--- src/rtl/bus_arbiter_if.sv ---
// bus_arbiter_if: request/grant/split signals between masters, slaves and the arbiter
// Ports: none; modport master is the arbiter side, modport slave is the agent side.
interface bus_arbiter_if;
  logic breq1;
  logic breq2;
  logic bgrant1;
  logic bgrant2;
  logic msel;
  logic msplit1;
  logic msplit2;
  logic ssplit;
  logic split_grant;
  modport master (
    input  breq1, breq2, ssplit,
    output bgrant1, bgrant2, msel, msplit1, msplit2, split_grant
  );
  modport slave (
    output breq1, breq2, ssplit,
    input  bgrant1, bgrant2, msel, msplit1, msplit2, split_grant
  );
endinterface

--- src/rtl/bus_arbiter.sv ---
// bus_arbiter: two-master round-robin bus arbiter with single outstanding split transaction
// Ports: clk (rising-edge clock), rstn (async active-low reset),
//        bus (bus_arbiter_if.master: breq1/2, ssplit in; bgrant1/2, msel, msplit1/2, split_grant out).
module bus_arbiter #(
  parameter bit SPLIT_EN = 1'b1
) (
  input logic            clk,
  input logic            rstn,
  bus_arbiter_if.master  bus
);
  typedef enum logic [1:0] {IDLE, M1, M2, RESUME} state_t;
  state_t state, state_n;
  logic ssplit_q, last, msplit1_n, msplit2_n;
  logic gnt1_n, gnt2_n, msel_n, last_n;
  logic pend, ss_rise, el1, el2;
  // A split is pending exactly while one master is suspended; the suspended one owns the resume.
  assign pend    = bus.msplit1 | bus.msplit2;
  assign ss_rise = SPLIT_EN && bus.ssplit && !ssplit_q;
  assign el1     = bus.breq1 && !bus.msplit1;
  assign el2     = bus.breq2 && !bus.msplit2;
  always_comb begin
    state_n   = state;
    msplit1_n = bus.msplit1;
    msplit2_n = bus.msplit2;
    case (state)
      // last = 1 means master 2 was served last, so master 1 wins a tie.
      IDLE:    state_n = (pend && !bus.ssplit) ? RESUME :
                         (el1 && (!el2 || last)) ? M1 :
                         el2 ? M2 : IDLE;
      M1: begin
        if (ss_rise && !pend) begin
          state_n   = IDLE;
          msplit1_n = 1'b1;
        end else if (!bus.breq1) state_n = IDLE;
      end
      M2: begin
        if (ss_rise && !pend) begin
          state_n   = IDLE;
          msplit2_n = 1'b1;
        end else if (!bus.breq2) state_n = IDLE;
      end
      RESUME: begin
        state_n   = bus.msplit2 ? M2 : M1;
        msplit1_n = 1'b0;
        msplit2_n = 1'b0;
      end
      default: state_n = IDLE;
    endcase
    gnt1_n = (state_n == M1) || (state_n == RESUME && bus.msplit1);
    gnt2_n = (state_n == M2) || (state_n == RESUME && bus.msplit2);
    msel_n = gnt2_n ? 1'b1 : gnt1_n ? 1'b0 : bus.msel;
    last_n = (state_n == M1) ? 1'b0 : (state_n == M2) ? 1'b1 : last;
  end
  always_ff @(posedge clk or negedge rstn) begin
    if (!rstn) begin
      state           <= IDLE;
      ssplit_q        <= 1'b0;
      last            <= 1'b1;
      bus.bgrant1     <= 1'b0;
      bus.bgrant2     <= 1'b0;
      bus.msel        <= 1'b0;
      bus.msplit1     <= 1'b0;
      bus.msplit2     <= 1'b0;
      bus.split_grant <= 1'b0;
    end else begin
      state           <= state_n;
      ssplit_q        <= bus.ssplit;
      last            <= last_n;
      bus.bgrant1     <= gnt1_n;
      bus.bgrant2     <= gnt2_n;
      bus.msel        <= msel_n;
      bus.msplit1     <= msplit1_n;
      bus.msplit2     <= msplit2_n;
      bus.split_grant <= (state_n == RESUME);
    end
  end
endmodule

--- src/flat_wrapper.sv ---
// flat-port wrapper written by rule: the top's interface ports become plain ports
module bus_arbiter_flat 
#(
  parameter bit SPLIT_EN = 1'b1
)
  (clk, rstn, bus_breq1, bus_breq2, bus_ssplit, bus_bgrant1, bus_bgrant2, bus_msel, bus_msplit1, bus_msplit2, bus_split_grant);
  bus_arbiter_if bus_i ();
  input logic clk;
  input logic rstn;
  input wire logic [$bits(bus_i.breq1)-1:0] bus_breq1;
  input wire logic [$bits(bus_i.breq2)-1:0] bus_breq2;
  input wire logic [$bits(bus_i.ssplit)-1:0] bus_ssplit;
  output wire logic [$bits(bus_i.bgrant1)-1:0] bus_bgrant1;
  output wire logic [$bits(bus_i.bgrant2)-1:0] bus_bgrant2;
  output wire logic [$bits(bus_i.msel)-1:0] bus_msel;
  output wire logic [$bits(bus_i.msplit1)-1:0] bus_msplit1;
  output wire logic [$bits(bus_i.msplit2)-1:0] bus_msplit2;
  output wire logic [$bits(bus_i.split_grant)-1:0] bus_split_grant;
  assign bus_i.breq1 = bus_breq1;
  assign bus_i.breq2 = bus_breq2;
  assign bus_i.ssplit = bus_ssplit;
  assign bus_bgrant1 = bus_i.bgrant1;
  assign bus_bgrant2 = bus_i.bgrant2;
  assign bus_msel = bus_i.msel;
  assign bus_msplit1 = bus_i.msplit1;
  assign bus_msplit2 = bus_i.msplit2;
  assign bus_split_grant = bus_i.split_grant;
  bus_arbiter #(.SPLIT_EN(SPLIT_EN)) u_core (.clk(clk), .rstn(rstn), .bus(bus_i));
endmodule
--- config.mk ---
export PLATFORM = sky130hd
export DESIGN_NAME = bus_arbiter_flat
export DESIGN_NICKNAME = d
export VERILOG_FILES = /design/src/rtl/bus_arbiter_if.sv /design/src/rtl/bus_arbiter.sv /design/src/flat_wrapper.sv
export SDC_FILE = /design/constraint.sdc
export NUM_CORES = 1
export LEC_CHECK = 0
export ABC_AREA = 0
export CORE_AREA = 3 3 40 42
export CTS_CLUSTER_SIZE = 40
export DETAILED_ROUTE_END_ITERATION = 12
export DIE_AREA = 0 0 43 45
export SKIP_LAST_GASP = 1
export SYNTH_ARGS = -nofsm -noshare
export SYNTH_HDL_FRONTEND = slang
export SYNTH_SLANG_ARGS = --single-unit
export TNS_END_PERCENT = 5
--- constraint.sdc ---
create_clock -name clk -period 1.7 [get_ports clk]
set_clock_uncertainty 0.05 [all_clocks]
set_input_delay 0.34 -clock clk [delete_from_list [all_inputs] [get_ports clk]]
set_output_delay 0.34 -clock clk [all_outputs]
set_load 0.05 [all_outputs]
# --- Word level (Yosys, flattened, before mapping) ---
# Cells that the tools add are included.
classes:
  eq_ne: 8
  muxes: 16
  n_reduce_logical: 24
  bitwise_logic: 1
op_table:
  columns: ["operator", "count"]
  rows:
  - ["$mux 2", 8]
  - ["$eq 2x2->1 const B", 4]
  - ["$logic_and 1x1->1", 8]
  - ["$pmux 2 s4", 1]
  - ["$reduce_bool 2->1", 4]
  - ["$logic_not 1->1", 6]
  - ["$mux 1", 5]
  - ["$eq 2x1->1 const B", 2]
  - ["$ne 2x1->1 const B", 2]
  - ["$pmux 1 s2", 2]
  - ["$reduce_and 2->1", 2]
  - ["$logic_or 1x1->1", 3]
  - ["$logic_not 2->1", 1]
  - ["$or 1x1->1", 1]
word_totals:
  ff_bits: 10
  out_inout_bits: 6
  word_cells: 58

# --- Longest topological paths before layout ---
logic_depth:
  word_depth: 13
  depth_mapped: 6
  depth_no_buf: 6

# --- Least setup slack after synthesis ---
# Ideal clock, no wire load.
synth_path:
  path_type: "register to register"
  from: "register u_core.bus.msplit2"
  to: "register u_core.bus.msel"
  path_stages_with_launch: 7
  arrival_time_ns: 1.966
  slack_ns: -0.440
  cell_sequence: "dfrtp_1 > nor4b_4 > nor3b_1 > o32a_1 > ha_1 > a21o_2 > o21bai_1"
synth_between:
  elab_chain_cells: 12
  elab_cells_between_ends: 25
  classes_between: "3 x eq/ne; 8 x mux; 1 x bitwise; 13 x reduce/logical"
synth_lines:
  columns: ["element", "line_no", "source"]
  rows:
  - ["from (decl)", "bus_arbiter_if.sv:15", "output bgrant1, bgrant2, msel, msplit1, msplit2, split_grant"]
  - ["from (signal assigned)", "bus_arbiter.sv:73", "bus.msplit2 <= msplit2_n;"]
  - ["$logic_not 1->1", "bus_arbiter.sv:20", "assign el2 = bus.breq2 && !bus.msplit2;"]
  - ["$logic_and 1x1->1", "bus_arbiter.sv:20", null]
  - ["$logic_not 1->1", "bus_arbiter.sv:28", "(el1 && (!el2 || last)) ? M1 :"]
  - ["$logic_or 1x1->1", "bus_arbiter.sv:28", null]
  - ["$logic_and 1x1->1", "bus_arbiter.sv:28", null]
  - ["$mux 2", "bus_arbiter.sv:28", null]
  - ["$mux 2", "bus_arbiter.sv:27", "IDLE: state_n = (pend && !bus.ssplit) ? RESUME :"]
  - ["$pmux 2 s4 (*)", "bus_arbiter.sv:25", "case (state)"]
  - ["net u_core.state_n[0]", "bus_arbiter.sv:12", "state_t state, state_n;"]
  - ["$eq 2x2->1", "bus_arbiter.sv:50", "gnt2_n = (state_n == M2) || (state_n == RESUME && bus.msplit2);"]
  - ["$logic_and 1x1->1", "bus_arbiter.sv:50", null]
  - ["$logic_or 1x1->1 (*)", "bus_arbiter.sv:50", null]
  - ["net u_core.gnt2_n", "bus_arbiter.sv:14", "logic gnt1_n, gnt2_n, msel_n, last_n;"]
  - ["$mux 1 or $reduce_bool 2->1 (tied branches)", null, null]
  - ["to (signal assigned)", "bus_arbiter.sv:71", "bus.msel <= msel_n;"]
  - ["to (decl)", "bus_arbiter_if.sv:15", null]
# Mark *: on every way through the listed nets, which the timed path passes. The rest lies on a longest branch.
# A chain may end at the register's enable or synchronous reset.

# --- Worst setup path in the final report ---
layout_path:
  from: "input bus_breq2"
  to: "register u_core.bus.msel"
layout_between:
  elab_chain_cells: 11
  elab_cells_between_ends: 19
  classes_between: "3 x eq/ne; 7 x mux; 9 x reduce/logical"
layout_lines:
  columns: ["element", "line_no", "source"]
  rows:
  - ["from (decl)", "flat_wrapper.sv:11", "input wire logic [$bits(bus_i.breq2)-1:0] bus_breq2;"]
  - ["$logic_and 1x1->1", "bus_arbiter.sv:20", null]
  - ["$logic_not 1->1", "bus_arbiter.sv:28", null]
  - ["$logic_or 1x1->1", "bus_arbiter.sv:28", null]
  - ["$logic_and 1x1->1", "bus_arbiter.sv:28", null]
  - ["$mux 2", "bus_arbiter.sv:28", null]
  - ["$mux 2", "bus_arbiter.sv:27", null]
  - ["$pmux 2 s4 (*)", "bus_arbiter.sv:25", null]
  - ["net u_core.state_n[0]", "bus_arbiter.sv:12", null]
  - ["$eq 2x2->1", "bus_arbiter.sv:50", null]
  - ["$logic_and 1x1->1", "bus_arbiter.sv:50", null]
  - ["$logic_or 1x1->1 (*)", "bus_arbiter.sv:50", null]
  - ["net u_core.gnt2_n", "bus_arbiter.sv:14", null]
  - ["$mux 1 or $reduce_bool 2->1 (tied branches)", null, null]
# Marks and branches as above.

==> impl_summary.log <==
[metrics] number of warning messages in the yosys log: 0
[metrics] clock buffer count from CTS: 3
[metrics] largest family of logic cells by synthesized area: compound AO/OA/AOI/OAI gates
[metrics] Clock Tree Root: sky130_fd_sc_hd__clkbuf_4
[metrics] worst setup path startpoint: bus_breq2
[metrics] number of vias after detailed routing: 446
[metrics] Die Height: 45 µm
[metrics] total number of cells along the worst setup path: 7
[metrics] HPWL after DPL: 857 µm
[metrics] wire length after detailed routing: 1.07 mm
[metrics] Final Hold Viols: 0
[metrics] Pleak: 0.000393 µW
[metrics] largest net degree at the start of global routing: 11
[metrics] Post-Syn Area: 498 µm²
[metrics] Remaining Overflow, GRT: 0
[metrics] portion of the post-synthesis area used by sequential elements: 0.505
[metrics] Max FO, Critical Path: 3
[metrics] quantity of I/O buffers inserted on ports: 10
[metrics] category of cells accounting for the largest share of critical-path delay: compound AO/OA/AOI/OAI gates
[metrics] clock tree from TritonCTS: built
[metrics] compound-gate portion of the synthesized area: 0.206
[metrics] final core utilization: 0.622
[metrics] DRT antenna net count: 0
[metrics] post-synth net total: 51
[metrics] wire length of the first global-routing pass: 1.84 mm
[metrics] slew at the pin with the worst max-slew slack: 420 ps
[metrics] nature of the critical path startpoint: input port
[metrics] I/O pin total: 11
[metrics] clock sink count: 10
[metrics] number of max-slew violations in the final report: 0
[metrics] Max-Slew Margin vs Limit: 0.719
[metrics] logic depth of the worst register-to-register path: 7
[metrics] Routed wire per std cell: 12.3 µm
[metrics] number of register bits inferred by synthesis: 10
[metrics] start-to-end type of the worst setup path: in -> reg
[metrics] number of buffer and inverter stages on the critical path: 1
[metrics] die outline width: 43 µm
[metrics] Worst path max stage delay: 470 ps
[metrics] maximum clock frequency: 516 MHz
[metrics] ratio of cells with drive above 1 in the final layout: 0.472
[metrics] power density over the cells: 2270 nW/µm²
[metrics] violated checks: negative setup slack
[metrics] later-pin clock latency in the skew report: 250 ps
[metrics] Starting Density: 0.388
[metrics] average footprint of a synthesized cell: 11.6 µm²
[metrics] worst r2r src: u_core.bus.msplit2
[metrics] H-tree levels: 1
[metrics] Period Utilization, post-route: 1.14
[metrics] crit path max-delay cell type: sky130_fd_sc_hd__clkdlybuf4s50_1
[metrics] residual DRC count: 0
[metrics] Cells after Synth: 43
[metrics] Final GP Congestion: 0.703
[metrics] worst supply voltage drop on vdd: 0.00109 V
[metrics] sort of element at the end of the critical path: flip-flop
[metrics] xor/xnor share of the synthesized area: 0
[metrics] number of global-route vias before repair: 474
[metrics] violation count after the first detailed-routing iteration: 3
[metrics] clock-pin slew of the registers on the worst-case setup and hold paths: 60 ps
[metrics] total power consumption of the routed design: 1810 µW
[metrics] core area: 1280 µm²
[metrics] count of nets after finishing: 81
[metrics] area delta synth->final: 60.6%
[metrics] Filler Cell Count: 109
[metrics] number of rows created at floorplan: 13
[metrics] critical path endpoint: u_core.bus.msel
[metrics] Post-Synth Simple-Gate Area: 0.163
[metrics] worst min-delay path category: in -> async
[metrics] Die Outline Area: 1940 µm²
[metrics] CP Data Required Time: 1790 ps
[metrics] Max Cap Viol: 0
[metrics] Antenna Cells: 0
[metrics] outcome: complete, but fails checks
[metrics] data arrival at the endpoint of the critical path: 2030 ps
[metrics] adder and majority cell fraction of the synthesized area: 0.0754
[metrics] GRT Total Usage: 0.129
[metrics] multiplexer share of the synthesized area: 0.0201
[metrics] final setup fails: 5
[metrics] RSZ-0062 raised after global routing: yes
[metrics] worst-case register-to-register setup slack: -240 ps
[metrics] Initial DRT Pass Iterations: 2
[metrics] Distinct cells, synth: 24
[metrics] clk buf depth: 2
[metrics] setup slack after layout: -239 ps
[metrics] number of antenna violations at the first check in global routing: 0
[metrics] final critical path time including I/O delays and setup: 1940 ps
[metrics] worst reg2reg endpoint: u_core.bus.msel
[metrics] via/cell ratio: 5.13
[metrics] list of cells traversed by the critical path: clkdlybuf4s50_1 > or2b_4 > o21a_1 > o32a_1 > ha_2 > a21o_2 > o21bai_1
[what timing repair did]
item | in CTS | in global routing
hold buffers | 0 | 0
setup buffers | 4 | 2
setup endpoints to repair | 4 | 5
pin swaps | 4 | 3
gates resized for setup | 2 | 0
[state kept, by name, summed over array words and instances, names as in the netlist]
register                cells
u_core.ssplit_q             1
u_core.bus.bgrant2          1
u_core.bus.msel             1
u_core.last                 1
u_core.state                2
u_core.bus.split_grant      1
u_core.bus.bgrant1          1
u_core.bus.msplit1          1
u_core.bus.msplit2          1
[Yosys cell counts]
library cell | n | area [µm²]
sky130_fd_sc_hd__dfrtp_1 | 9 | 225
sky130_fd_sc_hd__inv_1 | 4 | 15.0
sky130_fd_sc_hd__a21oi_1 | 3 | 15.0
sky130_fd_sc_hd__ha_1 | 3 | 37.5
sky130_fd_sc_hd__a31oi_1 | 2 | 12.5
sky130_fd_sc_hd__nor2_1 | 2 | 7.51
sky130_fd_sc_hd__nor3b_1 | 2 | 15.0
sky130_fd_sc_hd__o21ai_0 | 2 | 10.0
sky130_fd_sc_hd__a21o_1 | 1 | 7.51
sky130_fd_sc_hd__a21o_2 | 1 | 8.76
sky130_fd_sc_hd__and2b_2 | 1 | 8.76
sky130_fd_sc_hd__and3_1 | 1 | 6.26
sky130_fd_sc_hd__dfstp_2 | 1 | 26.3
sky130_fd_sc_hd__mux2i_1 | 1 | 10.0
sky130_fd_sc_hd__nand3_1 | 1 | 5.00
sky130_fd_sc_hd__nor2b_1 | 1 | 6.26
sky130_fd_sc_hd__nor4b_4 | 1 | 23.8
sky130_fd_sc_hd__o21a_1 | 1 | 7.51
sky130_fd_sc_hd__o21bai_1 | 1 | 7.51
sky130_fd_sc_hd__o22a_1 | 1 | 8.76
sky130_fd_sc_hd__o22ai_1 | 1 | 6.26
sky130_fd_sc_hd__o32a_1 | 1 | 10.0
sky130_fd_sc_hd__o32ai_1 | 1 | 8.76
sky130_fd_sc_hd__or2b_2 | 1 | 8.76
[power by group]
group | internal, µW | leakage [µW] | switching, µW | total, µW
Combinational | 602 | 0.000253 | 580 | 1180
Sequential | 355 | 0.000119 | 72.8 | 428
Clock | 130 | 0.0000210 | 73.6 | 203
Total | 1090 | 0.000393 | 727 | 1810
[metrics by stage]
step	hold slack, ps	instances	TNS, ps	worst slack (ps)	area, µm²
6_report	334	87	-711	-239	800
5_1_grt	345	87	-964	-299	800
4_1_cts	342	85	-756	-243	785
3_5_place_dp	437	77	-1850	-534	702
3_3_place_gp	423	77	-1670	-493	702
2_1_floorplan	-5.59	43	-467	-223	505
[worst min-delay path by stage]
stage,end,slack [ps]
finish,u_core.state[0],330
global route,u_core.bus.split_grant,350
CTS,u_core.state[1],340
detailed placement,u_core.last,440
floorplan,u_core.bus.bgrant1,-6
global placement,u_core.last,420
[cells by family after synthesis]
family / count (synthesis)
AO/OA/AOI/OAI: 15
AND/OR/NAND/NOR: 10
flip-flops: 10
buffers and inverters: 4
adder cells (fa/ha/maj): 3
multiplexers: 1
[layout by cell type (no fill, tap or decap), types with 2 or more instances in the layout]
master                            synthesis  routed
sky130_fd_sc_hd__buf_4                    0      18
sky130_fd_sc_hd__dfrtp_1                  9       7
sky130_fd_sc_hd__inv_1                    4       4
sky130_fd_sc_hd__a21oi_1                  3       3
sky130_fd_sc_hd__clkbuf_4                 0       3
sky130_fd_sc_hd__clkdlybuf4s50_1          0       3
sky130_fd_sc_hd__buf_12                   0       3
sky130_fd_sc_hd__o21ai_0                  2       2
sky130_fd_sc_hd__nor2_1                   2       2
sky130_fd_sc_hd__a31oi_1                  2       2
sky130_fd_sc_hd__ha_1                     3       2
sky130_fd_sc_hd__dfrtp_2                  0       2
[routing by layer]
layer  track usage  vias up  part of all wire
met2         0.269        7              0.56
met1         0.110      222              0.40
li1              -      217                 -
met5             0        -                 0
met3        0.0279        0             0.041
met4        0.0723        0                 0
[layout make-up]
type,count,area (µm²),area share
flip-flops and latches,10,254,0.318
inverters,4,15.0,0.0188
multi-input cells,29,241,0.302
repair buffers,25,234,0.293
well taps,15,18.8,0.0235
clock buffers,4,36.3,0.0454
Power figures use the tool's default switching activity.
